[config.mk]
export PLATFORM = sky130hd
export DESIGN_NAME = hazard_ctrl_flat
export DESIGN_NICKNAME = d
export VERILOG_FILES = /design/src/rtl/hazard_ctrl_pkg.sv /design/src/rtl/hazard_ctrl_if.sv /design/src/rtl/hazard_ctrl_detect.sv /design/src/rtl/hazard_ctrl.sv /design/src/flat_wrapper.sv
export SDC_FILE = /design/constraint.sdc
export NUM_CORES = 1
export LEC_CHECK = 0
export ABC_AREA = 1
export CAP_MARGIN = 5
export CORE_ASPECT_RATIO = 0.8
export CORE_MARGIN = 5
export CORE_UTILIZATION = 40
export CTS_BUF_LIST = sky130_fd_sc_hd__clkbuf_8 sky130_fd_sc_hd__clkbuf_16
export CTS_CLUSTER_DIAMETER = 150
export CTS_CLUSTER_SIZE = 25
export DETAILED_ROUTE_END_ITERATION = 10
export PLACE_DENSITY = 0.75
export SLEW_MARGIN = 20
export SYNTH_ARGS = -nofsm -noshare
export SYNTH_HDL_FRONTEND = slang
export SYNTH_SLANG_ARGS = --single-unit
[constraint.sdc]
create_clock -name clk -period 1.77 [get_ports clk]
set_clock_uncertainty 0.1 [all_clocks]
set_input_delay 0.177 -clock clk [delete_from_list [all_inputs] [get_ports clk]]
set_output_delay 0.177 -clock clk [all_outputs]
set_load 0.03 [all_outputs]
[src/rtl/hazard_ctrl_pkg.sv]
// rtl/hazard_ctrl_pkg.sv - shared state encoding and ID/EX field positions for hazard_ctrl
package hazard_ctrl_pkg;

    typedef enum logic [2:0] {
        ST_RUN       = 3'd0,
        ST_BUBBLE    = 3'd1,
        ST_INT_PC    = 3'd2,
        ST_INT_FLAGS = 3'd3,
        ST_INT_VEC   = 3'd4
    } state_t;

    // Bit positions of the hazard-relevant fields inside the ID/EX buffer word
    localparam int IDEX_MR_BIT      = 44;
    localparam int IDEX_WB_BIT      = 46;
    localparam int IDEX_WB_ADDR_MSB = 43;
    localparam int IDEX_WB_ADDR_LSB = 41;

    // Bubble counter only has to hold LOAD_STALL_CYCLES-1, at most 2
    localparam int CNT_W = 2;

endpackage

[src/rtl/hazard_ctrl_if.sv]
// rtl/hazard_ctrl_if.sv - hazard information in, pipeline stall/flush controls out
interface hazard_ctrl_if #(
    parameter int REG_ADDR_W = 3
);
    logic [REG_ADDR_W-1:0] id_src1;
    logic [REG_ADDR_W-1:0] id_src2;
    logic                  id_use1;
    logic                  id_use2;
    logic                  ex_mr;
    logic                  ex_wb;
    logic [REG_ADDR_W-1:0] ex_wb_addr;
    logic                  jmp_taken;
    logic                  mem_wait;
    logic                  int_req;

    logic                  pc_stall;
    logic                  if_id_stall;
    logic                  if_id_flush;
    logic                  id_ex_stall;
    logic                  id_ex_flush;
    logic                  inj_stack_pc;
    logic                  inj_stack_flags;
    logic                  pc_load_vec;
    logic                  int_ack;

    // Pipeline side: supplies decode/EX hazard info, consumes controls
    modport master (
        output id_src1, id_src2, id_use1, id_use2,
        output ex_mr, ex_wb, ex_wb_addr, jmp_taken, mem_wait, int_req,
        input  pc_stall, if_id_stall, if_id_flush, id_ex_stall, id_ex_flush,
        input  inj_stack_pc, inj_stack_flags, pc_load_vec, int_ack
    );

    // Controller side
    modport slave (
        input  id_src1, id_src2, id_use1, id_use2,
        input  ex_mr, ex_wb, ex_wb_addr, jmp_taken, mem_wait, int_req,
        output pc_stall, if_id_stall, if_id_flush, id_ex_stall, id_ex_flush,
        output inj_stack_pc, inj_stack_flags, pc_load_vec, int_ack
    );

endinterface

[src/rtl/hazard_ctrl_detect.sv]
// rtl/hazard_ctrl_detect.sv - combinational load-use hazard compare
module hazard_detect
    import hazard_ctrl_pkg::*;
#(
    parameter int REG_ADDR_W = 3
) (
    input  logic [REG_ADDR_W-1:0] i_id_src1,
    input  logic [REG_ADDR_W-1:0] i_id_src2,
    input  logic                  i_id_use1,
    input  logic                  i_id_use2,
    input  logic                  i_ex_mr,
    input  logic                  i_ex_wb,
    input  logic [REG_ADDR_W-1:0] i_ex_wb_addr,
    output logic                  o_load_use
);

    logic w_hit1;
    logic w_hit2;

    // A load in EX whose destination is read by the instruction in decode
    always_comb begin
        w_hit1     = i_id_use1 && (i_id_src1 == i_ex_wb_addr);
        w_hit2     = i_id_use2 && (i_id_src2 == i_ex_wb_addr);
        o_load_use = i_ex_mr && i_ex_wb && (w_hit1 || w_hit2);
    end

endmodule

[src/rtl/hazard_ctrl.sv]
// rtl/hazard_ctrl.sv - pipeline stall/flush sequencer with interrupt entry
module hazard_ctrl
    import hazard_ctrl_pkg::*;
#(
    parameter int REG_ADDR_W        = 3,
    parameter int LOAD_STALL_CYCLES = 1
) (
    input  logic         clk,
    input  logic         reset,
    hazard_ctrl_if.slave bus
);

    localparam logic [CNT_W-1:0] CNT_LOAD = CNT_W'(LOAD_STALL_CYCLES - 1);

    state_t           r_state;
    logic [CNT_W-1:0] r_cnt;
    logic             r_int_pending;
    logic             r_int_req_q;

    state_t           w_next_state;
    logic [CNT_W-1:0] w_cnt_next;
    logic             w_pending_next;
    logic             w_req_q_next;
    logic             w_load_use;
    logic             w_rise;

    logic w_pc_stall, w_if_id_stall, w_if_id_flush, w_id_ex_stall, w_id_ex_flush;
    logic w_inj_pc, w_inj_flags, w_load_vec, w_int_ack;

    hazard_detect #(
        .REG_ADDR_W (REG_ADDR_W)
    ) u_detect (
        .i_id_src1    (bus.id_src1),
        .i_id_src2    (bus.id_src2),
        .i_id_use1    (bus.id_use1),
        .i_id_use2    (bus.id_use2),
        .i_ex_mr      (bus.ex_mr),
        .i_ex_wb      (bus.ex_wb),
        .i_ex_wb_addr (bus.ex_wb_addr),
        .o_load_use   (w_load_use)
    );

    assign w_rise = bus.int_req && !r_int_req_q;

    // State, bubble counter, pending interrupt and int_req history
    always_ff @(posedge clk or negedge reset) begin
        if (!reset) begin
            r_state       <= ST_RUN;
            r_cnt         <= '0;
            r_int_pending <= 1'b0;
            r_int_req_q   <= 1'b0;
        end else begin
            r_state       <= w_next_state;
            r_cnt         <= w_cnt_next;
            r_int_pending <= w_pending_next;
            r_int_req_q   <= w_req_q_next;
        end
    end

    // Next-state: mem_wait freezes everything (including edge history so no edge is lost)
    always_comb begin
        w_next_state   = r_state;
        w_cnt_next     = r_cnt;
        w_pending_next = r_int_pending || w_rise;
        w_req_q_next   = bus.int_req;
        if (bus.mem_wait) begin
            w_pending_next = r_int_pending;
            w_req_q_next   = r_int_req_q;
        end else begin
            case (r_state)
                ST_RUN: begin
                    if (bus.jmp_taken) begin
                        w_cnt_next = '0;
                    end else if (w_load_use) begin
                        w_cnt_next   = CNT_LOAD;
                        w_next_state = (CNT_LOAD == '0) ? ST_RUN : ST_BUBBLE;
                    end else if (r_int_pending) begin
                        w_next_state   = ST_INT_PC;
                        w_pending_next = w_rise;
                    end
                end
                ST_BUBBLE: begin
                    if (bus.jmp_taken) begin
                        w_cnt_next   = '0;
                        w_next_state = ST_RUN;
                    end else begin
                        w_cnt_next   = (r_cnt == '0) ? '0 : r_cnt - 1'b1;
                        w_next_state = (r_cnt <= CNT_W'(1)) ? ST_RUN : ST_BUBBLE;
                    end
                end
                ST_INT_PC:    w_next_state = ST_INT_FLAGS;
                ST_INT_FLAGS: w_next_state = ST_INT_VEC;
                ST_INT_VEC:   w_next_state = ST_RUN;
                default: begin
                    w_next_state = ST_RUN;
                    w_cnt_next   = '0;
                end
            endcase
        end
    end

    // Outputs: stall and flush on one buffer are mutually exclusive by construction
    always_comb begin
        w_pc_stall    = 1'b0;
        w_if_id_stall = 1'b0;
        w_if_id_flush = 1'b0;
        w_id_ex_stall = 1'b0;
        w_id_ex_flush = 1'b0;
        w_inj_pc      = 1'b0;
        w_inj_flags   = 1'b0;
        w_load_vec    = 1'b0;
        w_int_ack     = 1'b0;
        if (!reset) begin
            w_pc_stall = 1'b0;
        end else if (bus.mem_wait) begin
            w_pc_stall    = 1'b1;
            w_if_id_stall = 1'b1;
            w_id_ex_stall = 1'b1;
        end else begin
            case (r_state)
                ST_RUN, ST_BUBBLE: begin
                    if (bus.jmp_taken) begin
                        w_if_id_flush = 1'b1;
                        w_id_ex_flush = 1'b1;
                    end else if (w_load_use || r_state == ST_BUBBLE) begin
                        w_pc_stall    = 1'b1;
                        w_if_id_stall = 1'b1;
                        w_id_ex_flush = 1'b1;
                    end
                end
                ST_INT_PC: begin
                    w_inj_pc      = 1'b1;
                    w_pc_stall    = 1'b1;
                    w_if_id_flush = 1'b1;
                    w_id_ex_flush = bus.jmp_taken;
                end
                ST_INT_FLAGS: begin
                    w_inj_flags   = 1'b1;
                    w_pc_stall    = 1'b1;
                    w_if_id_flush = 1'b1;
                    w_id_ex_flush = bus.jmp_taken;
                end
                ST_INT_VEC: begin
                    w_load_vec    = 1'b1;
                    w_if_id_flush = 1'b1;
                    w_int_ack     = 1'b1;
                    w_id_ex_flush = bus.jmp_taken;
                end
                default: w_pc_stall = 1'b0;
            endcase
        end
    end

    assign bus.pc_stall        = w_pc_stall;
    assign bus.if_id_stall     = w_if_id_stall;
    assign bus.if_id_flush     = w_if_id_flush;
    assign bus.id_ex_stall     = w_id_ex_stall;
    assign bus.id_ex_flush     = w_id_ex_flush;
    assign bus.inj_stack_pc    = w_inj_pc;
    assign bus.inj_stack_flags = w_inj_flags;
    assign bus.pc_load_vec     = w_load_vec;
    assign bus.int_ack         = w_int_ack;

endmodule

[src/flat_wrapper.sv]
// flat-port wrapper written by rule: the top's interface ports become plain ports
module hazard_ctrl_flat import hazard_ctrl_pkg::*;
#(
    parameter int REG_ADDR_W        = 3,
    parameter int LOAD_STALL_CYCLES = 1
)
  (clk, reset, bus_id_src1, bus_id_src2, bus_id_use1, bus_id_use2, bus_ex_mr, bus_ex_wb, bus_ex_wb_addr, bus_jmp_taken, bus_mem_wait, bus_int_req, bus_pc_stall, bus_if_id_stall, bus_if_id_flush, bus_id_ex_stall, bus_id_ex_flush, bus_inj_stack_pc, bus_inj_stack_flags, bus_pc_load_vec, bus_int_ack);
  hazard_ctrl_if #(.REG_ADDR_W(REG_ADDR_W)) bus_i ();
  input  logic clk;
  input  logic reset;
  input wire logic [$bits(bus_i.id_src1)-1:0] bus_id_src1;
  input wire logic [$bits(bus_i.id_src2)-1:0] bus_id_src2;
  input wire logic [$bits(bus_i.id_use1)-1:0] bus_id_use1;
  input wire logic [$bits(bus_i.id_use2)-1:0] bus_id_use2;
  input wire logic [$bits(bus_i.ex_mr)-1:0] bus_ex_mr;
  input wire logic [$bits(bus_i.ex_wb)-1:0] bus_ex_wb;
  input wire logic [$bits(bus_i.ex_wb_addr)-1:0] bus_ex_wb_addr;
  input wire logic [$bits(bus_i.jmp_taken)-1:0] bus_jmp_taken;
  input wire logic [$bits(bus_i.mem_wait)-1:0] bus_mem_wait;
  input wire logic [$bits(bus_i.int_req)-1:0] bus_int_req;
  output wire logic [$bits(bus_i.pc_stall)-1:0] bus_pc_stall;
  output wire logic [$bits(bus_i.if_id_stall)-1:0] bus_if_id_stall;
  output wire logic [$bits(bus_i.if_id_flush)-1:0] bus_if_id_flush;
  output wire logic [$bits(bus_i.id_ex_stall)-1:0] bus_id_ex_stall;
  output wire logic [$bits(bus_i.id_ex_flush)-1:0] bus_id_ex_flush;
  output wire logic [$bits(bus_i.inj_stack_pc)-1:0] bus_inj_stack_pc;
  output wire logic [$bits(bus_i.inj_stack_flags)-1:0] bus_inj_stack_flags;
  output wire logic [$bits(bus_i.pc_load_vec)-1:0] bus_pc_load_vec;
  output wire logic [$bits(bus_i.int_ack)-1:0] bus_int_ack;
  assign bus_i.id_src1 = bus_id_src1;
  assign bus_i.id_src2 = bus_id_src2;
  assign bus_i.id_use1 = bus_id_use1;
  assign bus_i.id_use2 = bus_id_use2;
  assign bus_i.ex_mr = bus_ex_mr;
  assign bus_i.ex_wb = bus_ex_wb;
  assign bus_i.ex_wb_addr = bus_ex_wb_addr;
  assign bus_i.jmp_taken = bus_jmp_taken;
  assign bus_i.mem_wait = bus_mem_wait;
  assign bus_i.int_req = bus_int_req;
  assign bus_pc_stall = bus_i.pc_stall;
  assign bus_if_id_stall = bus_i.if_id_stall;
  assign bus_if_id_flush = bus_i.if_id_flush;
  assign bus_id_ex_stall = bus_i.id_ex_stall;
  assign bus_id_ex_flush = bus_i.id_ex_flush;
  assign bus_inj_stack_pc = bus_i.inj_stack_pc;
  assign bus_inj_stack_flags = bus_i.inj_stack_flags;
  assign bus_pc_load_vec = bus_i.pc_load_vec;
  assign bus_int_ack = bus_i.int_ack;
  hazard_ctrl #(.REG_ADDR_W(REG_ADDR_W), .LOAD_STALL_CYCLES(LOAD_STALL_CYCLES)) u_core (.clk(clk), .reset(reset), .bus(bus_i));
endmodule
* Word-level counts from Yosys, hierarchy flattened
Index checks and enable logic that the tools add are counted.
Word-level totals: input bits 18, output and inout port bits 9, word-level logic and storage cells 75, register bits after elaboration 7
Operators by class: eq/ne operators 9, add/sub/neg operators 1, $lt $le $gt $ge 1, reductions and logical operators 16, bitwise gates (word level) 2, muxes and demuxes 42
Operator list (count):
- $mux W1 | 29
- $mux W3 | 4
- $pmux W3 S4 | 1
- $mux W2 | 4
- $eq A3 B2 Y1 const B | 2
- $eq A3 B3 Y1 | 2
- $pmux W1 S2 | 3
- $pmux W2 S3 | 1
- $reduce_and A3 Y1 | 2
- $logic_and A1 B1 Y1 | 5
- $reduce_or A2 Y1 | 2
- $eq A3 B1 Y1 const B | 1
- $eq A3 B3 Y1 const B | 1
- $logic_not A3 Y1 | 1
- $logic_or A1 B1 Y1 | 3
- $ne A3 B1 Y1 const B | 1
- $ne A3 B2 Y1 const B | 1
- $reduce_or A3 Y1 | 1
- $le A2 B1 Y1 const B | 1
- $logic_not A2 Y1 | 1
- $ne A2 B2 Y1 const B | 1
- $not A1 Y1 | 2
- $sub A2 B1 Y2 const B | 1
- $logic_not A1 Y1 | 1

* Logic depth before layout (Yosys ltp)
Gate-level depths: netlist of the first run.
word-level depth 10, depth in mapped cells 12, mapped depth without buffers 12

* Cells and area by module
Synthesis of the first run repeated with hierarchy kept, for this count alone.
Unflattened totals: cell total of the unflattened synthesis 108, area, all modules 626.9 µm²
By module, submodules not included:
- hazard_ctrl | times used 1, area each 489.2 µm², cells each 74, seq. area each 175.2 µm²
- hazard_detect | times used 1, area each 137.6 µm², cells each 34, seq. area each 0.0 µm²

* Least setup slack after synthesis of the first run
Ideal clock, no wire load.
path type register to output, start reg u_core.r_state[0], end out bus_if_id_flush, arrival time 1401 ps, path slack 92 ps, path buffers 0, stages on the path, launching flop included 3, required time 1493 ps, cells stage by stage dfrtp_1 > o21ai_0 > nor3b_1
Between the ends: longest elaborated chain between the ends 5, elaborated cells between the ends (all ways) 10, classes of those cells eq/ne: 4; mux: 3; reduce/logical: 3
Ends and longest elaborated chain:
- start: declaration | RTL line hazard_ctrl.sv:15 | state_t r_state;
- start signal: assignment | RTL line hazard_ctrl.sv:53 | r_state <= w_next_state;
- $eq A3 B3 Y1 (tied with other cells) | RTL line hazard_ctrl.sv:120 | case (r_state)
- $reduce_or A3 Y1 (no source line) / $reduce_or A2 Y1 (equally long branches)
- $pmux W1 S2 (*) | RTL line hazard_ctrl.sv:120
- $mux W1 (*) | RTL line hazard_ctrl.sv:115 | end else if (bus.mem_wait) begin
- $mux W1 (*) | RTL line hazard_ctrl.sv:113 | if (!reset) begin
- end: declaration | RTL line flat_wrapper.sv:23 | output wire logic [$bits(bus_i.if_id_flush)-1:0] bus_if_id_flush;
Mark *: on every way between the ends. The rest lies on a longest branch, timed or not.

* Worst setup path in the final report of the first run
start in bus_id_use2, end out bus_pc_stall
Between the ends: longest elaborated chain between the ends 9
Ends and longest elaborated chain:
- start: declaration | RTL line flat_wrapper.sv:14 | input wire logic [$bits(bus_i.id_use2)-1:0] bus_id_use2;
- $logic_and A1 B1 Y1 | RTL line hazard_ctrl_detect.sv:23 | w_hit2 = i_id_use2 && (i_id_src2 == i_ex_wb_addr);
- $logic_or A1 B1 Y1 | RTL line hazard_ctrl_detect.sv:24 | o_load_use = i_ex_mr && i_ex_wb && (w_hit1 || w_hit2);
- $logic_and A1 B1 Y1 | RTL line hazard_ctrl_detect.sv:24
- $logic_or A1 B1 Y1 | RTL line hazard_ctrl.sv:125 | end else if (w_load_use || r_state == ST_BUBBLE) begin
- $mux W1 | RTL line hazard_ctrl.sv:125
- $mux W1 | RTL line hazard_ctrl.sv:122 | if (bus.jmp_taken) begin
- $pmux W1 S2 | RTL line hazard_ctrl.sv:120
- $mux W1 | RTL line hazard_ctrl.sv:115
- $mux W1 | RTL line hazard_ctrl.sv:113
- end: declaration | RTL line flat_wrapper.sv:21 | output wire logic [$bits(bus_i.pc_stall)-1:0] bus_pc_stall;
No other way between the ends.

==> results by group, run 1 <==
Placed design
  – Final GP Congestion: 0.7509
  – # port buffers: 26
  – Dpl hpwl: 1.320 mm
  – DP Area: 945.9 um^2

Global routing
  – Met2 Resource Use GR: 23.35%
  – Tot GR Track Use: 13.00%
  – Met3 Track Usage GR: 4.482%
  – Initial antenna violation count: 0
  – Met1 Use GR: 16.25%
  – GR peak layer: met2
  – Vias in the first global route: 671
  – First-pass GRT wire length: 2.725 mm
  – Total grt overflow: 0
  – Largest net degree at the start of global routing: 8

Worst setup path
  – CP top delay family: simple AND/OR/NAND/NOR gates
  – Worst Path Max Fanout: 3
  – Crit Path Class: in -> out
  – Max stage delay on crit path: 450 ps
  – Critical path's slowest cell: clkdlybuf4s50_1
  – Flop2flop setup slack: 390 ps
  – Nature of the critical path endpoint: output port
  – CP dominant cell by count: nand2_1
  – Buf/Inv on CP: 2
  – CP Cell Sequence: clkdlybuf4s50_1, nand2_1, nor2_1, nand2_1, nand2_2, nand2_4, nand2_4, nand2_2, nand2_1, nand2_1, nand2_1, buf_6
  – Setup crit start kind: primary input
  – CP arrival: 1410 ps
  – WP data required: 1490 ps

Routing
  – Router iterations before antenna repair: 4
  – WL per Instance: 9.420 um
  – Post-route ant nets: 0
  – Detailed Route Iter0 Violations: 12
  – DRC: 0
  – WL final: 1.592 mm
  – Vias/cell: 4.260
  – Via count: 720

CTS
  – Clk_lat worst skew: 220 ps
  – CTS sink count: 7
  – CTS root buf: clkbuf_8
  – Cts hold-fix bufs: 0
  – Clock slew at the register clock pins of the worst setup and hold paths: 40 ps
  – TritonCTS buffer count: 3
  – Clock tree buffer depth: 2
  – CTS tree: done
  – CTS H-Tree Depth: 1

Floorplanning
  – Floorplan core area: 0.001610 mm^2
  – Die Height: 46.49 um
  – IO Count: 27
  – Die area: 0.002585 mm^2
  – Die width: 55.61 um
  – Initial Util: 41.34%
  – Num rows: 13

Synthesis
  – Sequential cell area fraction in the yosys report: 26.32%
  – Synthesized Nets: 132
  – Mapped Cells: 114
  – Library cells used by synthesis: 17
  – Synth Warn #: 0
  – Syn_area_per_cell: 5.839 um^2
  – Synth Register Bits: 7
  – Cell area after synthesis: 665.6 um^2

Final layout
  – Area Overhead vs Synth: 53.95%
  – Diode count: 0
  – Nets: 166
  – Final instance area: 0.001025 mm^2
  – Layout cells sized above 1: 23.81%

STA
  – Count of final hold-check violations: 0
  – Worst Max-Slew Pin Slew: 265.3 ps
  – Fmax: 593.5 MHz
  – Final setup fails: 0
  – Total negative slack: 0 ps
  – Slew Limit Fails: 0
  – Rel. slew slack: 82.31%
  – Share of the clock period used by the worst path: 95.20%
  – Final Critical Period: 1685 ps

Pwr
  – Max IR drop VDD: 0.8885 mV
  – Pleak: 0.6395 nW
  – Power Dens Cells: 1021 mW/mm^2

Job
  – Max-Cap Viols: 0

Worst hold path
  – Worst Hold Class: in -> async

Run status
  – Status: complete, no violations
[cell usage in the layout, fill, tap and decap left out, types with 2 or more instances in the layout]
cell / n
nand2_2: 4
nand2_1: 47
buf_4: 12
inv_2: 4
inv_1: 16
o21ai_0: 2
nand2_4: 3
dfrtp_1: 7
dlygate4sd2_1: 4
nor2_1: 13
clkdlybuf4s50_1: 7
nand3_1: 9
nor2_2: 3
clkbuf_8: 3
dlymetal6s2s_1: 5
[synthesized netlist by cell type (all sizes together)]
master | count | area share [%]
nor3b | 1 | 1.1
nand3b | 1 | 3.0
o21ai | 2 | 1.5
nand2 | 54 | 34
buf | 1 | 1.1
a21oi | 1 | 1.3
nand3 | 10 | 8.3
nand4 | 1 | 0.94
dfrtp | 7 | 26
inv | 19 | 11
nor2 | 17 | 11
[stage by stage]
stage / setup slack, ps / std cells / total power (W) / utilization (%) / hold slack (ps)
finish: 84.96 / 169 / 0.001046 / 63.64 / 262.3
global route: -2.397 / 169 / 0.001147 / 63.64 / 290.6
CTS: 9.836 / 168 / 0.001040 / 61.38 / 264.2
detailed placement: -60.36 / 164 / 0.0008184 / 58.74 / 361.0
global placement: -30.33 / 164 / 0.0008091 / 58.74 / 355.1
floorplan: 91.52 / 114 / 0.0006673 / - / -218.6
[kinds of logic after synthesis]
kind of cell | synth area share, %
AND/OR/NAND/NOR | 59.02
buffers and inverters | 11.84
flip-flops | 26.32
AO/OA/AOI/OAI | 2.820
[routing by layer]
layer | vias to the layer above | wire length (um)
met1 | 297 | 768
met3 | 0 | 101
met2 | 17 | 722
met4 | 0 | 0
met5 | - | 0
li1 | 406 | -
[path summary, 6_finish.rpt]
| check | startpoint | end | cells past startpoint |
|---|---|---|---|
| worst min-delay path | reset | u_core.r_state[1] | 2 |
| worst max-delay path | bus_id_use2 | bus_pc_stall | 12 |
| max in group asynchronous | reset | u_core.r_cnt[0] | 2 |
| worst min register to register | u_core.r_int_pending | u_core.r_int_pending | 2 |
| min in group clk | u_core.r_int_pending | u_core.r_int_pending | 2 |
| worst max register to register | u_core.r_state[2] | u_core.r_cnt[0] | 7 |
[state kept, by name, indices dropped and copies added, names as in the netlist]
| signal | cells |
|---|---|
| u_core.r_cnt | 2 |
| u_core.r_int_pending | 1 |
| u_core.r_int_req_q | 1 |
| u_core.r_state | 3 |
[repair_timing]
item | CTS | global route
setup buffers | 0 | 1
endpoints found under the setup margin | 3 | 4
pin swaps | 4 | 9
hold endpoints to repair | 0 | 0
resized for setup | 7 | 10
[power breakdown]
part	internal (W)	total (W)	switching, W
Clock	0.000149	0.000212	0.0000623
Sequential	0.000205	0.000258	0.0000533
Combinational	0.000225	0.000577	0.000351
[final cells by class]
class | instances | area [um^2]
multi-input cells | 87 | 426.7
flip-flops and latches | 7 | 175.2
inverters | 19 | 71.32
repair buffers | 30 | 279.0
clock inverters | 1 | 3.754
clock buffers | 3 | 41.29
well taps | 22 | 27.53
fillers | 151 | 585.6
No activity file was read; power rests on OpenSTA's default activity.
==> run 2: changes to the inputs <==
--- a/constraint.sdc
+++ b/constraint.sdc
@@ -3,3 +3,3 @@
 set_input_delay 0.177 -clock clk [delete_from_list [all_inputs] [get_ports clk]]
 set_output_delay 0.177 -clock clk [all_outputs]
-set_load 0.03 [all_outputs]
+set_load 0.005 [all_outputs]
==> run 2 against run 1 <==
Core utilization grew 7.7 points. Count of clock-buffer cells in the layout is the same. Combinational power grew 23%. Setup slack lost 28 ps. Largest cell class unchanged. Global-route usage grew 2.0 points.
==> results by group, run 2 (synthesis gave the netlist of run 1 again) <==
Worst setup path
  – CP dominant cell by count: nor2_4
  – Worst Path Max Fanout: 5 (+2)
  – Buf/Inv on CP: 3 (+1)
  – Crit Path Class: reg -> out
  – CP arrival: 1440 ps (+30 ps)
  – Max stage delay on crit path: 440 ps (about the same)
  – Nature of the critical path endpoint: output port
  – Critical path's slowest cell: dfrtp_2
  – CP Cell Sequence: buf_4, nor2_4, inv_2, nor2_4, nor3b_2, dlygate4sd2_1
  – CP top delay family: buffers and inverters
  – Setup crit start kind: flip-flop
  – WP data required: 1490 ps (about the same)

Routing
  – Post-route ant nets: 0 (unchanged)
  – Detailed Route Iter0 Violations: 10 (-2)
  – WL per Instance: 10.26 um (+8.9%)
  – Vias/cell: 4.426 (+3.9%)
  – Router iterations before antenna repair: 4 (unchanged)
  – WL final: 1.877 mm (+18%)
  – Via count: 810 (+13%)
  – DRC: 0 (unchanged)

CTS
  – CTS root buf: clkbuf_8
  – CTS H-Tree Depth: 1 (unchanged)
  – Clock slew at the register clock pins of the worst setup and hold paths: 40 ps (about the same)
  – TritonCTS buffer count: 3 (unchanged)
  – Clk_lat worst skew: 220 ps (about the same)
  – Clock tree buffer depth: 2 (unchanged)
  – CTS tree: done
  – CTS sink count: 7 (unchanged)

Final layout
  – Largest register FFs: 3 (unchanged)
  – Layout cells sized above 1: 28.57% (+4.8 points)
  – Most frequent cells in the layout: nand2_1, buf_4, inv_1, nor2_1, dlygate4sd2_1
  – Commonest non-fill, non-tap cell in the layout: nand2_1
  – Regs by FF count: u_core.r_state x3, u_core.r_cnt x2
  – Diode count: 0 (unchanged)
  – Nets: 180 (+8.4%)
  – Final instance area: 0.001149 mm^2 (+12%)
  – Top reg by flops: u_core.r_state
  – Area Overhead vs Synth: 72.56%

STA
  – Total negative slack: 0 ps (unchanged)
  – RSZ-0062 raised after global routing: no
  – PnR worst setup slack: 57.13 ps (-27.83 ps)
  – Share of the clock period used by the worst path: 96.77% (+1.6 points)
  – Final Critical Period: 1713 ps (+27.83 ps)
  – Rel. slew slack: 87.00% (+4.7 points)
  – Hold WS: 370.4 ps (+108.0 ps)
  – Slew Limit Fails: 0 (unchanged)
  – Final setup fails: 0 (unchanged)
  – Count of final hold-check violations: 0 (unchanged)
  – Worst Max-Slew Pin Slew: 194.6 ps (-70.71 ps)
  – Fmax: 583.8 MHz (-1.6%)

Placed design
  – Dpl hpwl: 1.511 mm (+14%)
  – DP Area: 0.001036 mm^2 (+9.5%)
  – # port buffers: 26 (unchanged)
  – Placement Setup Slack: -418.6 ps (-358.2 ps)
  – Final GP Congestion: 0.7662 (+2.0%)

Pwr
  – Total power: 0.001167 W (+12%)
  – Pleak: 0.7115 nW (+11%)
  – Max IR drop VDD: 0.7078 mV (-20%)
  – Power Dens Cells: 1016 mW/mm^2 (-0.44%)

Floorplanning
  – Die Height: 46.49 um (unchanged)
  – Die width: 55.61 um (unchanged)
  – Die area: 0.002585 mm^2 (unchanged)
  – IO Count: 27 (unchanged)
  – Num rows: 13 (unchanged)
  – Floorplan core area: 0.001610 mm^2 (unchanged)
  – Initial Util: 41.34% (unchanged)

Global routing
  – Vias in the first global route: 744 (+11%)
  – Tot GR Track Use: 15.03% (+2.0 points)
  – First-pass GRT wire length: 3.056 mm (+12%)
  – Initial antenna violation count: 0 (unchanged)
  – Largest net degree at the start of global routing: 8 (unchanged)
  – Total grt overflow: 0 (unchanged)

Job
  – Max-Cap Viols: 0 (unchanged)

Run status
  – Status: complete, no violations

Worst hold path
  – Worst Hold Class: reg -> reg
-- run 2: changes by cell type in the layout (fill, tap and decap cells not counted), sizes merged --
cell,previous run,this run
buf,13,20
clkdlybuf4s15,1,0
clkdlybuf4s50,7,8
dlygate4sd2,4,11
dlygate4sd3,0,1
dlymetal6s2s,5,4
-- run 2: area by class of cell --
type | instances | area [um^2]
timing repair buffer | 44 | 379.1
fill | 140 | 461.7
inverter | 19 | 71.32
clock inverter | 1 | 3.754
tap | 22 | 27.53
clock buffer | 3 | 41.29
sequential | 7 | 176.4
multi-input combinational | 87 | 449.2
-- run 2: path summary, 6_finish.rpt --
kind                                       from                    to  slack (ps)  cells after the start
min in group asynchronous                 reset     u_core.r_state[2]         500                      3
min reg2reg                u_core.r_int_pending  u_core.r_int_pending         370                      2
min                        u_core.r_int_pending  u_core.r_int_pending         370                      2
max                           u_core.r_state[2]       bus_if_id_flush          60                      6
max reg2reg                   u_core.r_state[2]       u_core.r_cnt[0]         190                      9
max in group asynchronous                 reset     u_core.r_state[2]         940                      3
-- run 2: timing repair --
| action | 4_1_cts | 5_1_grt |
|---|---|---|
| setup buffers | 4 | 1 |
| hold buffers | 1 | 0 |
| setup endpoints to repair | 8 | 4 |
| hold endpoints to repair | 7 | 0 |
| gates resized for setup | 29 | 11 |
| pin swaps | 4 | 9 |
-- run 2: routing by layer --
metal	vias up	track usage [%]	part of all wire, %
li1	436	-	-
met5	-	0	0
met2	14	27.83	48
met1	360	17.80	48
met4	0	2.913	0
met3	0	4.202	4.2
-- run 2: worst register-to-register path, cell delays in order (launching register included) --
cell and delay, ps:
dfrtp_2 440, buf_4 160, nor2_4 110, inv_2 70
nor2_4 110, buf_4 120, nand3_1 120, nor2_1 120
nand3_1 90, nand2_1 70
-- run 2: stage by stage --
step | instances | util (%)
floorplan | 114 | -
global placement | 173 | 64.34
detailed placement | 173 | 64.34
CTS | 182 | 69.77
global route | 183 | 71.33
finish | 183 | 71.33
-- run 2: power by group --
group | internal, W | switching [W]
sequential | 0.000207 | 0.0000377
combinational | 0.000320 | 0.000389
clock | 0.000150 | 0.0000646
==> run 3: changes to the inputs <==
Settings changed: PLACE_DENSITY 0.75 to 0.85.
==> run 3 against run 2 <==
Global-route usage up 1.9 points. Count of clock-buffer cells in the layout is the same. Critical path depth unchanged. Clock power rose by 4%. First-iteration DRC count rose by 130%. Final area grew 2.8%. Sequential power grew 6%. Core utilization grew 2.0 points. Sequential share of layout area fell by 0.42 points. Total power grew 7.2%. Critical endpoint unchanged. Hold slack worse by 72 ps.
==> results by group, run 3 (synthesis gave the netlist of run 1 again) <==
Floorplanning
  – Die Height: 46.49 um (unchanged)
  – Floorplan core area: 0.001610 mm^2 (unchanged)
  – Die width: 55.61 um (unchanged)
  – Initial Util: 41.34% (unchanged)
  – IO Count: 27 (unchanged)
  – Num rows: 13 (unchanged)
  – Die area: 0.002585 mm^2 (unchanged)

Run status
  – Status: complete, no violations

CTS
  – Clock slew at the register clock pins of the worst setup and hold paths: 40 ps (about the same)
  – CTS root buf: clkbuf_8
  – CTS tree: done
  – CTS H-Tree Depth: 1 (unchanged)
  – TritonCTS buffer count: 3 (unchanged)
  – Clk_lat worst skew: 230 ps (about the same)
  – CTS sink count: 7 (unchanged)
  – Clock tree buffer depth: 2 (unchanged)

Worst setup path
  – Nature of the critical path endpoint: output port
  – Reg2Reg Launch Point: u_core.r_state[1]
  – WP data required: 1490 ps (about the same)
  – Setup crit start kind: flip-flop
  – Crit Path Class: reg -> out
  – CP arrival: 1450 ps (about the same)
  – Flop2flop setup slack: 110 ps (-80 ps)
  – Worst Path Max Fanout: 3 (-2)
  – R2R cell count: 10 (+1)
  – Worst reg2reg path endpoint: u_core.r_cnt[1]

Final layout
  – Area Overhead vs Synth: 77.44%
  – Regs by FF count: u_core.r_state x3, u_core.r_cnt x2
  – Commonest non-fill, non-tap cell in the layout: nand2_1
  – Largest register FFs: 3 (unchanged)
  – Top reg by flops: u_core.r_state
  – Fin util: 73.35% (+2.0 points)
  – Nets: 183 (+1.7%)
  – Layout cells sized above 1: 31.10% (+2.5 points)
  – Most frequent cells in the layout: nand2_1, buf_4, inv_1, nor2_1
  – Diode count: 0 (unchanged)

Global routing
  – Initial antenna violation count: 0 (unchanged)
  – Largest net degree at the start of global routing: 8 (unchanged)
  – Vias in the first global route: 819 (+10%)
  – Tot GR Track Use: 16.95% (+1.9 points)
  – First-pass GRT wire length: 3.291 mm (+7.7%)
  – Total grt overflow: 0 (unchanged)

Routing
  – WL final: 2.286 mm (+22%)
  – Vias/cell: 4.747 (+7.3%)
  – Via count: 883 (+9.0%)
  – WL per Instance: 12.29 um (+20%)
  – Routed wl met3: 109 um (+40%)
  – Detailed Route Iter0 Violations: 23 (+13)
  – Top sig layer: met4
  – Met2 WL: 1.149 mm (+28%)
  – DRC: 0 (unchanged)
  – Post-route ant nets: 0 (unchanged)
  – Router iterations before antenna repair: 4 (unchanged)
  – Met1 wire length: 955 um (+5.9%)

Placed design
  – # port buffers: 26 (unchanged)
  – Placement Setup Slack: -390.9 ps (+27.67 ps)
  – Final GP Congestion: 0.8033 (+4.8%)
  – Dpl hpwl: 1.531 mm (+1.3%)

STA
  – Worst Max-Slew Pin Slew: 214.5 ps (+19.94 ps)
  – PnR worst setup slack: 44.81 ps (-12.32 ps)
  – Hold WS: 298.4 ps (-72.00 ps)
  – Slew Limit Fails: 0 (unchanged)
  – Total negative slack: 0 ps (unchanged)
  – Share of the clock period used by the worst path: 97.47% (+0.70 points)
  – Count of final hold-check violations: 0 (unchanged)
  – Final setup fails: 0 (unchanged)
  – Rel. slew slack: 85.65% (-1.3 points)
  – Final Critical Period: 1725 ps (+12.32 ps)
  – Fmax: 579.6 MHz (-0.71%)

Pwr
  – Pleak: 0.7539 nW (+6.0%)
  – Power Dens Cells: 1060 mW/mm^2 (+4.3%)
  – Max IR drop VDD: 0.6705 mV (-5.3%)

Job
  – Max-Cap Viols: 0 (unchanged)

Worst hold path
  – Worst Hold Class: in -> async
## run 3: cell types whose count changed in the layout (fill, tap and decap cells not counted), sizes merged
cell / before / now
buf: 20 / 24
clkdlybuf4s50: 8 / 9
dlygate4sd2: 11 / 8
dlygate4sd3: 1 / 0
dlymetal6s2s: 4 / 6
## run 3: layout make-up
class,instances,area [um^2]
multi-input cells,87,449.2
fillers,112,429.2
repair buffers,47,411.6
flip-flops and latches,7,176.4
inverters,19,71.32
clock buffers,3,41.29
well taps,22,27.53
clock inverters,1,3.754
## run 3: how the worst max path moves through the flow
stage                            from           endpoint  slack [ps]  cells past startpoint
detailed placement  bus_ex_wb_addr[1]       bus_pc_stall        -390                     14
CTS                    bus_id_src1[0]       bus_pc_stall         -40                     14
global route        u_core.r_state[1]    bus_if_id_flush         -20                      6
floorplan           u_core.r_state[2]  u_core.r_state[1]         510                      8
global placement    bus_ex_wb_addr[0]       bus_pc_stall        -370                     14
finish              u_core.r_state[1]    bus_if_id_flush          40                      6
## run 3: critical path, cell delays in order (launching register included)
cell	delay [ps]
dfrtp_1	410
buf_4	160
nor2_4	120
inv_2	80
nor2_4	140
nor3b_2	50
dlygate4sd2_1	260
## run 3: timing repair
item | 4_1_cts | 5_1_grt
gates cloned | 0 | 0
gates resized for setup | 26 | 15
pin swaps | 2 | 10
buffers inserted | 3 | 6
hold buffers | 0 | 0
endpoints found under the setup margin | 8 | 6
## run 3: per-stage QoR
step,cell area (um^2),std cells,total power (W)
finish,1181,186,0.001252
detailed placement,1036,173,0.0008327
floorplan,665.6,114,0.0006166
global placement,1036,173,0.0008042
global route,1181,186,0.001340
CTS,1107,180,0.001129
## run 3: per-layer routing
metal  GRT usage (%)  vias to the layer above
met1           17.89                      404
met4           11.65                        0
li1                -                      442
met2           30.90                       28
met5               0                        -
met3           4.202                        9
## run 3: power breakdown
group | leakage (nW) | internal [W] | switching [W] | total, W
Clock | 0.0269 | 0.000150 | 0.0000715 | 0.000222
Sequential | 0.0882 | 0.000207 | 0.0000536 | 0.000260
Combinational | 0.639 | 0.000357 | 0.000413 | 0.000770
Total | 0.754 | 0.000714 | 0.000538 | 0.00125
